--- src/rtl/wb_commit_stage.sv ---
// rtl/wb_commit_stage.sv - RV32 writeback producer: arbitrates loads and buffered ALU results onto one RF write port.
package rv32_pkg;
  typedef struct packed {
    logic        wb_enable;
    logic [4:0]  wb_addr;
    logic [31:0] wb_data;
  } rv32_mem2wb_packet_t;
endpackage

// wb_alu_fifo - circular buffer for ALU results waiting behind loads.
module wb_alu_fifo #(
  parameter int DEPTH = 4,
  parameter int WIDTH = 37
) (
  input  logic                     clk,
  input  logic                     resetn,
  input  logic                     clear,
  input  logic                     push,
  input  logic [WIDTH-1:0]         push_data,
  input  logic                     pop,
  output logic [WIDTH-1:0]         pop_data,
  output logic [$clog2(DEPTH):0]   count
);
  localparam int AW = $clog2(DEPTH);

  logic [WIDTH-1:0] mem [DEPTH];
  logic [AW-1:0]    wr_ptr;
  logic [AW-1:0]    rd_ptr;

  assign pop_data = mem[rd_ptr];

  always_ff @(posedge clk) begin
    if (push) mem[wr_ptr] <= push_data;
  end

  always_ff @(posedge clk or negedge resetn) begin
    if (!resetn) begin
      wr_ptr <= '0;
      rd_ptr <= '0;
      count  <= '0;
    end else if (clear) begin
      wr_ptr <= '0;
      rd_ptr <= '0;
      count  <= '0;
    end else begin
      if (push) wr_ptr <= wr_ptr + AW'(1);
      if (pop)  rd_ptr <= rd_ptr + AW'(1);
      case ({push, pop})
        2'b10:   count <= count + 1'b1;
        2'b01:   count <= count - 1'b1;
        default: count <= count;
      endcase
    end
  end
endmodule

module wb_commit_stage #(
  parameter int ALU_FIFO_DEPTH = 4,
  parameter int CNT_WIDTH      = 32
) (
  input  logic                          clk,
  input  logic                          resetn,
  input  logic                          flush,
  input  logic                          alu_valid,
  output logic                          alu_ready,
  input  logic [4:0]                    alu_rd,
  input  logic [31:0]                   alu_data,
  input  logic                          ld_valid,
  input  logic [4:0]                    ld_rd,
  input  logic [31:0]                   ld_rdata,
  input  logic [2:0]                    ld_funct3,
  input  logic [1:0]                    ld_addr_lo,
  output rv32_pkg::rv32_mem2wb_packet_t writeback_packet,
  output logic                          illegal_load,
  output logic [CNT_WIDTH-1:0]          retired_count
);
  localparam int CW = $clog2(ALU_FIFO_DEPTH) + 1;

  logic [CW-1:0] fifo_count;
  logic [36:0]   fifo_head;
  logic          fifo_empty;
  logic          accept;
  logic          fifo_pop;
  logic          fifo_push;
  logic          bypass;

  logic          sel_valid;
  logic [4:0]    sel_rd;
  logic [31:0]   sel_data;
  logic          sel_illegal;
  logic [31:0]   ld_fmt;
  logic          ld_legal;
  logic [7:0]    ld_byte;
  logic [15:0]   ld_half;
  logic          wen_next;

  assign alu_ready  = (fifo_count != CW'(ALU_FIFO_DEPTH));
  assign fifo_empty = (fifo_count == '0);
  assign accept     = alu_valid & alu_ready;
  assign fifo_push  = accept & ~bypass & ~flush;

  wb_alu_fifo #(.DEPTH(ALU_FIFO_DEPTH), .WIDTH(37)) u_alu_fifo (
    .clk       (clk),
    .resetn    (resetn),
    .clear     (flush),
    .push      (fifo_push),
    .push_data ({alu_rd, alu_data}),
    .pop       (fifo_pop),
    .pop_data  (fifo_head),
    .count     (fifo_count)
  );

  assign ld_byte = ld_rdata[8*ld_addr_lo +: 8];
  assign ld_half = ld_addr_lo[1] ? ld_rdata[31:16] : ld_rdata[15:0];

  always_comb begin
    ld_fmt   = '0;
    ld_legal = 1'b1;
    case (ld_funct3)
      3'b000:  ld_fmt = {{24{ld_byte[7]}}, ld_byte};
      3'b100:  ld_fmt = {24'h0, ld_byte};
      3'b001:  ld_fmt = {{16{ld_half[15]}}, ld_half};
      3'b101:  ld_fmt = {16'h0, ld_half};
      3'b010:  ld_fmt = ld_rdata;
      default: ld_legal = 1'b0;
    endcase
  end

  // Loads have no backpressure so they always win; flush suppresses every ALU path.
  always_comb begin
    sel_valid   = 1'b0;
    sel_rd      = writeback_packet.wb_addr;
    sel_data    = writeback_packet.wb_data;
    sel_illegal = 1'b0;
    fifo_pop    = 1'b0;
    bypass      = 1'b0;
    if (ld_valid) begin
      sel_valid   = 1'b1;
      sel_rd      = ld_rd;
      sel_data    = ld_fmt;
      sel_illegal = ~ld_legal;
    end else if (!fifo_empty && !flush) begin
      sel_valid = 1'b1;
      fifo_pop  = 1'b1;
      sel_rd    = fifo_head[36:32];
      sel_data  = fifo_head[31:0];
    end else if (accept && !flush) begin
      sel_valid = 1'b1;
      bypass    = 1'b1;
      sel_rd    = alu_rd;
      sel_data  = alu_data;
    end
  end

  assign wen_next = sel_valid & (sel_rd != 5'd0) & ~sel_illegal;

  always_ff @(posedge clk or negedge resetn) begin
    if (!resetn) begin
      writeback_packet <= '0;
      illegal_load     <= 1'b0;
      retired_count    <= '0;
    end else begin
      writeback_packet.wb_enable <= wen_next;
      writeback_packet.wb_addr   <= sel_rd;
      writeback_packet.wb_data   <= sel_data;
      illegal_load               <= sel_illegal;
      if (wen_next) retired_count <= retired_count + CNT_WIDTH'(1);
    end
  end
endmodule

--- config.mk ---
export PLATFORM = sky130hd
export DESIGN_NAME = wb_commit_stage
export DESIGN_NICKNAME = d
export VERILOG_FILES = /design/src/rtl/wb_commit_stage.sv
export SDC_FILE = /design/constraint.sdc
export NUM_CORES = 1
export LEC_CHECK = 0
export CAP_MARGIN = 20
export CORE_ASPECT_RATIO = 0.6
export CORE_MARGIN = 1
export CORE_UTILIZATION = 54
export DETAILED_ROUTE_END_ITERATION = 10
export HOLD_SLACK_MARGIN = 0.05
export PLACE_DENSITY = 0.8
export SLEW_MARGIN = 20
export SYNTH_ARGS = -nofsm -noshare
export SYNTH_HDL_FRONTEND = slang
export SYNTH_SLANG_ARGS = --single-unit
--- constraint.sdc ---
create_clock -name clk -period 3.15 [get_ports clk]
set_input_delay 0.315 -clock clk [delete_from_list [all_inputs] [get_ports clk]]
set_output_delay 0.315 -clock clk [all_outputs]
set_load 0.05 [all_outputs]
After elaboration in Yosys (flattened, before gate mapping). Memories as Yosys holds them, arrays and structs flattened. Index checks and enable logic that the tools add are counted.

Register bits: 78. Bits in writable memories: 148. Bits of input ports: 84. Output and inout port bits: 72. Logic and storage cells: 68. Memories kept: 1.

Add/subtract/negate cells: 5. Eq/ne operators: 7. Shift-type cells: 1. Muxes and demuxes: 25. Bitwise operators: 9. Reduce and logical (&&, ||, !) cells: 12.

Memory list: u_alu_fifo.mem (depth 4, bits a word 37, read ports 1, clocked after Yosys merged registers in 0, wr ports 1, line 26) `logic [WIDTH-1:0] mem [DEPTH];`.

Operator list (count): one-hot mux 32 bit (5 select lines) (1); 2-to-1 mux 32 bit (3); adder 32 x 1 -> 32 bit, second input constant (1); indexed part select 32 x 6 -> 8 bit (1); 2-to-1 mux 16 bit (1); 2-to-1 mux 5 bit (3); 2-to-1 mux 1 bit (11); 2-to-1 mux 2 bit (4); == test 3 bit, second input constant (2); logical NOT 3 bit (2); one-hot mux 3 bit (2 select lines) (1); nonzero test 3 bit (2); bitwise AND 1 bit (5); nonzero test 5 bit (1); OR reduction 5 bit (1); adder 2 x 1 -> 2 bit, second input constant (2); NOT 1 bit (4); nonzero test 2 bit (2); adder 3 x 1 -> 3 bit, second input constant (1); == test 3 x 1 -> 1 bit, second input constant (1); == test 3 x 2 -> 1 bit, second input constant (1); 2-to-1 mux 3 bit (1); != test 3 bit, second input constant (1); subtractor 3 x 1 -> 3 bit, second input constant (1); 4 further kinds (6).

Longest topological paths before layout. Gate-level depths: netlist (run 1).

Word-level depth: 12. Gate-level depth with buffers: 10. Depth with buffers taken out: 8.

By module. Synthesis (run 1) repeated with hierarchy kept, for this count alone.

Cells, all modules: 679. Area total of the unflattened synthesis: 9826.9 um^2.

Modules (own cells, without submodules): wb_alu_fifo (instances 1, cells each 232, area each 5746.8 um^2, seq. area each 4619.4 um^2); wb_commit_stage (instances 1, cells each 447, area each 4080.2 um^2, seq. area each 1776.7 um^2).

Least setup slack after synthesis (run 1). No wires, ideal clock.

Path kind: reg2reg. Start point: register u_alu_fifo.count[2]. End point: memory u_alu_fifo.mem[0][0], enable pin. Setup time: 0.398 ns. Arrival time: 2.384 ns. Setup slack: 0.368 ns. Stages on the path, launching flop included: 7. Path buffers: 1. Period minus slack after synthesis: 2.782 ns. Cell sequence: dfrtp_1 -> buf_4 -> nor3b_2 -> inv_1 -> nand3_1 -> nor2_1 -> and2_1.

Longest elaborated chain between the ends: 11. Elaborated cells on any way between the ends: 14. Classes of those cells: eq/ne (1); mux (5); bitwise (4); reduce/logical (4).

RTL lines: start: declaration (line 22) `output logic [$clog2(DEPTH):0] count`; start signal: assignment (line 49) `2'b10: count <= count + 1'b1;`; start signal: assignment (line 50) `2'b01: count <= count - 1'b1;`; start signal: assignment (line 51) `default: count <= count;`; != test 3 bit (*) (line 97) `assign alu_ready = (fifo_count != CW'(ALU_FIFO_DEPTH));`; net alu_ready (line 65) `output logic alu_ready,`; bitwise AND 1 bit (*) (line 99) `assign accept = alu_valid & alu_ready;`; logical AND 1 bit (line 147) `end else if (accept && !flush) begin`; 2-to-1 mux 1 bit (line 147); 2-to-1 mux 1 bit (line 142) `end else if (!fifo_empty && !flush) begin`; 2-to-1 mux 1 bit (line 137) `if (ld_valid) begin`; NOT 1 bit (line 100) `assign fifo_push = accept & ~bypass & ~flush;`; bitwise AND 1 bit (*) (2 in a row) (line 100); 2-to-1 mux 1 bit (*) (line 33) `if (push) mem[wr_ptr] <= push_data;`; 2-to-1 mux 1 bit (implied by the code) (*) (line 33); end: declaration (line 26).

The timed path passes the listed nets; every way through them passes the cells marked *.

Worst setup path in the final report (run 1).
Start point: register u_alu_fifo.rd_ptr[0]. End point: register retired_count[1].

Longest elaborated chain between the ends: 6.

RTL lines: start: declaration (line 28) `logic [AW-1:0] rd_ptr;`; start signal: assignment (line 47) `if (pop) rd_ptr <= rd_ptr + AW'(1);`; memory read (4 x 37 bit); 2-to-1 mux 5 bit (line 142); 2-to-1 mux 5 bit (line 137); net sel_rd[4] (line 88) `logic [4:0] sel_rd;`; nonzero test 5 bit (line 155) `assign wen_next = sel_valid & (sel_rd != 5'd0) & ~sel_illegal;`; bitwise AND 1 bit (2 in a row) (line 155); net wen_next (line 95) `logic wen_next;`; end signal: assignment (line 167) `if (wen_next) retired_count <= retired_count + CNT_WIDTH'(1);`; end: declaration (line 75) `output logic [CNT_WIDTH-1:0] retired_count`.

The timed path passes the listed nets, and every way through them passes these cells. A chain may end at the register's enable or synchronous reset.

==> Implementation_results.wiki, run 1 <==
{| class="wikitable"
! Metric !! Value
|-
| Total die area || 0.01910 mm^2
|-
| Worst Setup Path Type || reg -> reg
|-
| Synth warn || 0
|-
| Post_cts resized || 0
|-
| Post-Syn Instances || 677
|-
| GP Congestion || 0.9417
|-
| Latest clock arrival within the worst-skew pair || 0.50 ns
|-
| Final worst path period need || 2.688 ns
|-
| Setup tns final || 0 ns
|-
| Finished layout cell area || 0.01269 mm^2
|-
| Height of the die || 107.4 um
|-
| Worst reg-to-reg path cell count || 8
|-
| Worst r2r src || u_alu_fifo.rd_ptr[0]
|-
| Die width || 177.7 um
|-
| Pin count of the biggest net entering global routing || 45
|-
| Crit Path Max Fanout || 31
|-
| Crit path launch type || register
|-
| Global-route wire length before repair || 39630 um
|-
| Clock tree root driver cell || clkbuf_16
|-
| Fraction of final layout cells with drive strength greater than 1 || 16.51%
|-
| Avg Synthesized Cell Area || 14.78 um^2
|-
| Leakage || 4.635 nW
|-
| Half-perimeter wire length after placement || 17440 um
|-
| Critical register-to-register path endpoint || retired_count[1]
|-
| Share of the clock period used by the worst path || 85.35%
|-
| Leading cell type in the layout, fill and taps excluded || clkdlybuf4s50_1
|-
| Power per standard cell area || 616.9 mW/mm^2
|-
| H-tree levels || 1
|-
| Row count || 38
|-
| Met2 demand-to-capacity share in global routing || 43.47%
|-
| Worst rel slew slack || 56.49%
|-
| Number of maximum-capacitance constraint violations || 0
|-
| Net Count, Synth || 767
|-
| Via count of the first global-routing pass || 6929
|-
| Top FF cell, synth || edfxtp_1
|-
| Register bit count reported by yosys || 226
|-
| Drt pass-1 iters || 8
|-
| Core area || 0.01811 mm^2
|-
| Data required, critical path || 3.53 ns
|-
| Clock transition at the registers of the reported paths || 0.07 ns
|-
| Post-route antenna net violation count || 0
|-
| Proportion of netlist area held by the largest area contributor || 44.41%
|-
| Commonest non-fill, non-tap cells in the layout || clkdlybuf4s50_1 (154), edfxtp_1 (148), dfrtp_1 (77), nand2_1 (58), mux4_2 (39)
|-
| Share of flip-flops with an asynchronous set or reset || 34.51%
|-
| Vias per inst || 6.303
|-
| Kind of end point of the critical path || register
|-
| Count of buffers from port buffering || 155
|-
| Wire length reported by the detailed router || 25840 um
|-
| Classification of the worst-slack hold path || in -> async
|-
| Post-layout net count || 928
|-
| Met1 usage in global routing || 39.08%
|-
| Start point of the critical path || u_alu_fifo.rd_ptr[0]
|-
| Synthesized area || 0.01001 mm^2
|-
| First-iteration detailed-routing DRC count || 921
|-
| Most utilized layer in the global route result || met2
|-
| Post-detailed-route wirelength per cell || 23.62 um
|-
| Filler instances || 1173
|-
| TritonCTS sink count || 226
|-
| Total number of vias || 6896
|-
| DP Area || 0.01195 mm^2
|-
| I/O pin total || 156
|-
| Cell types occupying the most area after synthesis || edfxtp_1 (44%), dfrtp_1 (20%), mux4_2 (8.8%)
|-
| Clock tree skew after final layout || 0.01230 ns
|-
| Worst voltage drop across the vdd grid || 455.2 uV
|-
| Setup repair after global routing missed its margin || false
|-
| Max frequency || 372.0 MHz
|-
| CTS tree || yes
|-
| CTS Buffer Depth || 3
|-
| Remaining design rule violation count || 0
|-
| Outcome || finished, final reports clean
|-
| Least-Margin Pin Slew || 0.6527 ns
|-
| Count of flip-flops with a built-in enable after synthesis || 148
|-
| Worst setup slack for register-to-register paths || 0.46 ns
|-
| Routing usage on met3 || 6.674%
|-
| Unique masters post-synth || 57
|-
| Critical Path Sink || retired_count[1]
|-
| Initial core utilization || 55.24%
|-
| Final hold violations || 0
|-
| Initial antenna violation count || 0
|-
| Dominant cell type by area after synthesis || edfxtp_1
|-
| Final-report max-slew violation count || 0
|-
| Worst endpoint data arrival time || 3.07 ns
|-
| Remaining Overflow, GRT || 0
|-
| Antenna diode count || 0
|-
| Number of failing setup endpoints in the final timing report || 0
|-
| Number of buffers created by CTS || 22
|-
| GR Util All Layers || 27.76%
|-
| Fraction of the yosys area taken by sequential cells || 63.92%
|-
| Layout area overhead || 26.77%
|}
-- cell families after synthesis --
group / after synthesis / synth area share, %
DFF: 226 / 63.92
AOI/OAI and AO/OA: 133 / 9.765
muxes: 55 / 10.40
xor gates and xnor gates: 34 / 2.976
buffers and inverters: 58 / 2.488
and+or+nand+nor: 165 / 9.627
adders and majority gates: 6 / 0.8252
-- state kept, by name (all words and copies together), names as in the netlist --
| signal | cells |
|---|---|
| retired_count | 32 |
| illegal_load | 1 |
| u_alu_fifo.mem | 148 |
| writeback_packet | 38 |
| u_alu_fifo.wr_ptr | 2 |
| u_alu_fifo.rd_ptr | 2 |
| u_alu_fifo.count | 3 |
-- worst min-delay path by stage --
stage | endpoint | slack, ns
2_1_floorplan | illegal_load | 0.02
3_3_place_gp | retired_count[30] | 0.30
3_5_place_dp | retired_count[27] | 0.30
4_1_cts | retired_count[27] | 0.31
5_1_grt | retired_count[27] | 0.34
6_report | retired_count[26] | 0.31
-- where the power goes --
group	internal [W]	leakage, nW	switching, W	total, W
Sequential	0.00336	2.33	0.000169	0.00353
Clock	0.00152	0.355	0.00109	0.00261
Combinational	0.000636	1.95	0.00105	0.00169
-- stage by stage --
step,power [W],setup slack [ns],hold slack (ns),instances,util (%)
final,0.007826,0.4616,0.3115,1094,70.03
after global routing,0.008063,0.3284,0.3431,1094,70.03
after CTS,0.007858,0.4204,0.3122,1094,70.03
after detailed placement,0.005261,0.4163,0.3002,1053,65.97
after global placement,0.005213,0.4722,0.2972,1053,65.97
after floorplan,0.004584,0.3683,0.01941,677,-
-- worst max-delay path: stages, from the launching register on --
cell and delay, ns:
dfrtp_2 0.55, mux4_2 0.55, o41ai_2 0.21, a31oi_1 0.09, a211o_1 0.32, nor4_4 0.19, buf_12 0.25, nor2_2 0.09
mux2_1 0.31
-- Yosys cell counts (3+ instances only) --
cell type	n
nor2_1	20
o21ai_0	9
inv_1	9
o21ai_1	35
nand2b_1	4
nor4_2	14
a222oi_1	32
mux4_2	39
xnor2_1	3
nor3_1	13
nor3b_1	3
a22oi_1	4
xor2_1	31
dfrtp_1	78
a31oi_1	9
clkbuf_1	34
nor4b_2	3
or2_2	3
and2_1	7
buf_1	5
nand2_1	58
buf_2	4
o211ai_1	8
nand4_1	9
and3_1	4
ha_1	5
a21o_1	19
nand3_1	14
mux2i_1	14
buf_4	3
edfxtp_1	148
a21oi_1	5
-- layer usage --
metal / up-vias / wire length (um)
li1: 2981 / -
met1: 3466 / 10530
met2: 391 / 12120
met4: 0 / 667
met5: - / 0
met3: 58 / 2516
-- area by class of cell --
cell class / instances / area (um^2) / area share [%]
clock buffer: 30 / 643.1 / 5.070
sequential: 226 / 6397 / 50.43
inverter: 10 / 37.54 / 0.2959
multi-input combinational: 393 / 3386 / 26.69
clock inverter: 10 / 82.58 / 0.6510
tap: 240 / 300.3 / 2.367
timing repair buffer: 185 / 1839 / 14.50
-- what timing repair did --
item | 4_1_cts | 5_1_grt
endpoints found under the hold margin | 31 | 0
setup buffers | 0 | 0
hold buffers | 1 | 0
Power figures use the tool's default switching activity.
==> inputs of run 2 (changes only) <==
--- a/config.mk
+++ b/config.mk
@@ -5,14 +5,16 @@
 export SDC_FILE = /design/constraint.sdc
 export NUM_CORES = 1
 export LEC_CHECK = 0
+export ABC_AREA = 1
 export CAP_MARGIN = 20
 export CORE_ASPECT_RATIO = 0.6
 export CORE_MARGIN = 1
-export CORE_UTILIZATION = 54
+export CORE_UTILIZATION = 55
 export DETAILED_ROUTE_END_ITERATION = 10
 export HOLD_SLACK_MARGIN = 0.05
 export PLACE_DENSITY = 0.8
 export SLEW_MARGIN = 20
 export SYNTH_ARGS = -nofsm -noshare
 export SYNTH_HDL_FRONTEND = slang
+export SYNTH_HIERARCHICAL = 1
 export SYNTH_SLANG_ARGS = --single-unit
==> Implementation_results.wiki, run 2 <==
{| class="wikitable"
! Metric !! Value
|-
| Worst rel slew slack || 43.82% (was 56.49%)
|-
| Synthesized-area fraction occupied by ao, oa, aoi and oai cells || 12.11% (was 9.765%)
|-
| Leakage || 5.166 nW (was 4.635 nW)
|-
| Final-report max-slew violation count || 0 (unchanged)
|-
| Number of buffers created by CTS || 22 (unchanged)
|-
| Worst endpoint data arrival time || 3.21 ns (was 3.07 ns)
|-
| Start point of the critical path || u_alu_fifo/rd_ptr[1] (was u_alu_fifo.rd_ptr[0])
|-
| Remaining Overflow, GRT || 0 (unchanged)
|-
| Die width || 183.9 um (was 177.7 um)
|-
| Avg Synthesized Cell Area || 9.937 um^2 (was 14.78 um^2)
|-
| Proportion of netlist area held by the largest area contributor || 40.70% (was 44.41%)
|-
| Setup bufs post-CTS || 0 (unchanged)
|-
| Filler instances || 1457 (was 1173)
|-
| Height of the die || 111.2 um (was 107.4 um)
|-
| Dominant cell type by area after synthesis || edfxtp_1 (unchanged)
|-
| Net Count, Synth || 1189 (was 767)
|-
| Setup tns final || 0 ns (unchanged)
|-
| Fraction of the mapped netlist area in simple logic gates || 20.97% (was 9.627%)
|-
| Most frequent cell after synthesis || nand2_1 (was edfxtp_1)
|-
| TritonCTS sink count || 226 (unchanged)
|-
| Worst Setup Path Type || reg -> reg (unchanged)
|-
| Worst r2r src || u_alu_fifo/rd_ptr[1] (was u_alu_fifo.rd_ptr[0])
|-
| First-iteration detailed-routing DRC count || 1261 (was 921)
|-
| Initial antenna violation count || 0 (unchanged)
|-
| Kind of end point of the critical path || register (unchanged)
|-
| Row count || 39 (was 38)
|-
| Area occupied by multi-input gates || 0.003918 mm^2 (was 0.003386 mm^2)
|-
| CTS tree || yes (unchanged)
|-
| Core area || 0.01923 mm^2 (was 0.01811 mm^2)
|-
| Initial core utilization || 56.80% (was 55.24%)
|-
| Classification of the worst-slack hold path || in -> async (unchanged)
|-
| Post_cts resized || 0 (unchanged)
|-
| Wire length reported by the detailed router || 30860 um (was 25840 um)
|-
| Commonest non-fill, non-tap cells in the layout || nand2_1 (235), clkdlybuf4s50_1 (154), nor2_1 (151), edfxtp_1 (148), dfrtp_1 (77) (was clkdlybuf4s50_1 (154), edfxtp_1 (148), dfrtp_1 (77), nand2_1 (58), mux4_2 (39))
|-
| Total die area || 0.02044 mm^2 (was 0.01910 mm^2)
|-
| Power per standard cell area || 559.1 mW/mm^2 (was 616.9 mW/mm^2)
|-
| Post-route antenna net violation count || 0 (unchanged)
|-
| Number of maximum-capacitance constraint violations || 0 (unchanged)
|-
| Share of flip-flops with an asynchronous set or reset || 34.51% (unchanged)
|-
| Latest clock arrival within the worst-skew pair || 0.52 ns (was 0.50 ns)
|-
| Data required, critical path || 3.61 ns (was 3.53 ns)
|-
| Global-route wire length before repair || 47980 um (was 39630 um)
|-
| Post-detailed-route wirelength per cell || 20.26 um (was 23.62 um)
|-
| Portion of netlist area occupied by mux cells || 0.09166% (was 10.40%)
|-
| Number of failing setup endpoints in the final timing report || 0 (unchanged)
|-
| Total number of vias || 9063 (was 6896)
|-
| GP Congestion || 1.005 (was 0.9417)
|-
| Outcome || finished, final reports clean (unchanged)
|-
| Crit path launch type || register (unchanged)
|-
| Final worst path period need || 2.752 ns (was 2.688 ns)
|-
| Adder-cell area share of the yosys netlist || 0.7562% (was 0.8252%)
|-
| Sequential standard cell area || 0.006397 mm^2 (unchanged)
|-
| Register bit count reported by yosys || 226 (unchanged)
|-
| H-tree levels || 1 (unchanged)
|-
| Layout area overhead || 22.26% (was 26.77%)
|-
| Share of the clock period used by the worst path || 87.36% (was 85.35%)
|-
| Synthesized area || 0.01092 mm^2 (was 0.01001 mm^2)
|-
| Count of flip-flops with a built-in enable after synthesis || 148 (unchanged)
|-
| Setup repair after global routing missed its margin || false (unchanged)
|-
| Commonest cells in the synthesized netlist || nand2_1 (236), nor2_1 (151), edfxtp_1 (148) (was edfxtp_1 (148), dfrtp_1 (78), nand2_1 (58))
|-
| Clock tree root driver cell || clkbuf_16 (unchanged)
|-
| Via count of the first global-routing pass || 8539 (was 6929)
|-
| Vias per inst || 5.951 (was 6.303)
|-
| Worst reg-to-reg path cell count || 12 (was 8)
|-
| Drt pass-1 iters || 5 (was 8)
|-
| Pin count of the biggest net entering global routing || 76 (was 45)
|-
| Crit Path Max Fanout || 28 (was 31)
|-
| Post-Syn Instances || 1099 (was 677)
|-
| Fraction of the yosys area taken by sequential cells || 58.57% (was 63.92%)
|-
| Remaining design rule violation count || 0 (unchanged)
|-
| Synth warn || 6 (was 0)
|-
| Dominant combinational cell family by area after synthesis || simple AND/OR/NAND/NOR gates (was multiplexers)
|-
| GR Util All Layers || 30.69% (was 27.76%)
|-
| Antenna diode count || 0 (unchanged)
|-
| CTS Buffer Depth || 3 (unchanged)
|-
| Largest Register || u_alu_fifo/mem (was u_alu_fifo.mem)
|-
| Worst path setup slack after routing || 0.3982 ns (was 0.4616 ns)
|-
| Leading cell type in the layout, fill and taps excluded || nand2_1 (was clkdlybuf4s50_1)
|-
| Number of hold buffers added after cts || 1 (unchanged)
|-
| Clock tree skew after final layout || 0.008650 ns (was 0.01230 ns)
|-
| Parity-gate share of the synthesized area counting xor and xnor cells || 1.925% (was 2.976%)
|-
| Post-Place Worst Slack || 0.3238 ns (was 0.4163 ns)
|-
| Max frequency || 363.4 MHz (was 372.0 MHz)
|-
| Clock transition at the registers of the reported paths || 0.07 ns (about the same)
|-
| Number of flip-flops under the largest register name || 148 (unchanged)
|-
| I/O pin total || 156 (unchanged)
|-
| Post-layout net count || 1331 (was 928)
|-
| Half-perimeter wire length after placement || 20650 um (was 17440 um)
|-
| Fraction of final layout cells with drive strength greater than 1 || 8.910% (was 16.51%)
|-
| Top FF cell, synth || edfxtp_1 (unchanged)
|-
| Final Util || 69.45% (was 70.03%)
|-
| Least-Margin Pin Slew || 0.8321 ns (was 0.6527 ns)
|-
| Registers with the most flip-flops || u_alu_fifo/mem (148), writeback_packet (38), retired_count (32) (was u_alu_fifo.mem (148), writeback_packet (38), retired_count (32))
|-
| Cell types occupying the most area after synthesis || edfxtp_1 (41%), dfrtp_1 (18%), nand2_1 (8.1%) (was edfxtp_1 (44%), dfrtp_1 (20%), mux4_2 (8.8%))
|-
| Unique masters post-synth || 46 (was 57)
|-
| Worst voltage drop across the vdd grid || 442.6 uV (was 455.2 uV)
|-
| Final hold violations || 0 (unchanged)
|-
| Count of buffers from port buffering || 155 (unchanged)
|}
[run 2: logic make-up after synthesis]
family,Yosys count
AND/OR/NAND/NOR,507
buffers and inverters,127
XOR/XNOR,24
flip-flops,226
adder cells (fa/ha/maj),6
multiplexers,1
AO/OA/AOI/OAI,208
[run 2: through the flow]
stage,hold WS [ns],cells,total power [W],instance area [um^2]
6_report,0.2977,1523,0.007465,13350
3_3_place_gp,0.3006,1482,0.004879,12640
4_1_cts,0.3075,1523,0.007477,13350
3_5_place_dp,0.3033,1482,0.004898,12640
5_1_grt,0.3458,1523,0.007690,13350
2_1_floorplan,0.01941,1099,0.004340,10920
[run 2: path summary, 6_finish.rpt]
kind / end / slack (ns)
max: retired_count[23] / 0.40
min: retired_count[0] / 0.30
max reg2reg: retired_count[23] / 0.40
min reg2reg: retired_count[20] / 0.53
max in group asynchronous: writeback_packet[18] / 2.13
min in group clk: writeback_packet[32] / 0.47
[run 2: critical path, stage by stage, from the launching register on]
cell,delay (ns)
dfrtp_1,0.60
clkinv_1,0.44
o21ai_1,0.20
o22ai_1,0.13
nand3_1,0.11
nand3_1,0.07
nor2_1,0.12
nor2_2,0.06
nor2_1,0.17
nand3_4,0.23
nand3_4,0.34
nand2_1,0.12
nand2_1,0.09
[run 2: layer usage]
metal  global-route usage, %  vias up  routed length [um]
li1                        -     4109                   -
met1                   48.10     4259               13640
met2                   41.44      634               12420
met3                   8.311       61                4068
met4                   8.333        0                 728
met5                       0        -                   0
[run 2: area by class of cell]
cell class              count  share of cell area, %
repair buffers            178                  13.10
inverters                  67                  1.902
clock buffers              26                  4.236
clock inverters            14                  1.012
well taps                 266                  2.493
multi-input cells         746                  29.34
flip-flops and latches    226                  47.91
[run 2: power breakdown]
group          switching (W)  total [W]  internal (W)
sequential          0.000123    0.00344       0.00331
combinational       0.000942    0.00142      0.000477
clock                0.00115    0.00261       0.00146
==> inputs of run 3 (changes only) <==
--- a/config.mk
+++ b/config.mk
@@ -6,6 +6,7 @@
 export NUM_CORES = 1
 export LEC_CHECK = 0
 export ABC_AREA = 1
+export ABC_CLOCK_PERIOD_IN_PS = 3150
 export CAP_MARGIN = 20
 export CORE_ASPECT_RATIO = 0.6
 export CORE_MARGIN = 1
==> results of run 3 <==
Final layout, timing and power as in run 2 (identical DEF).
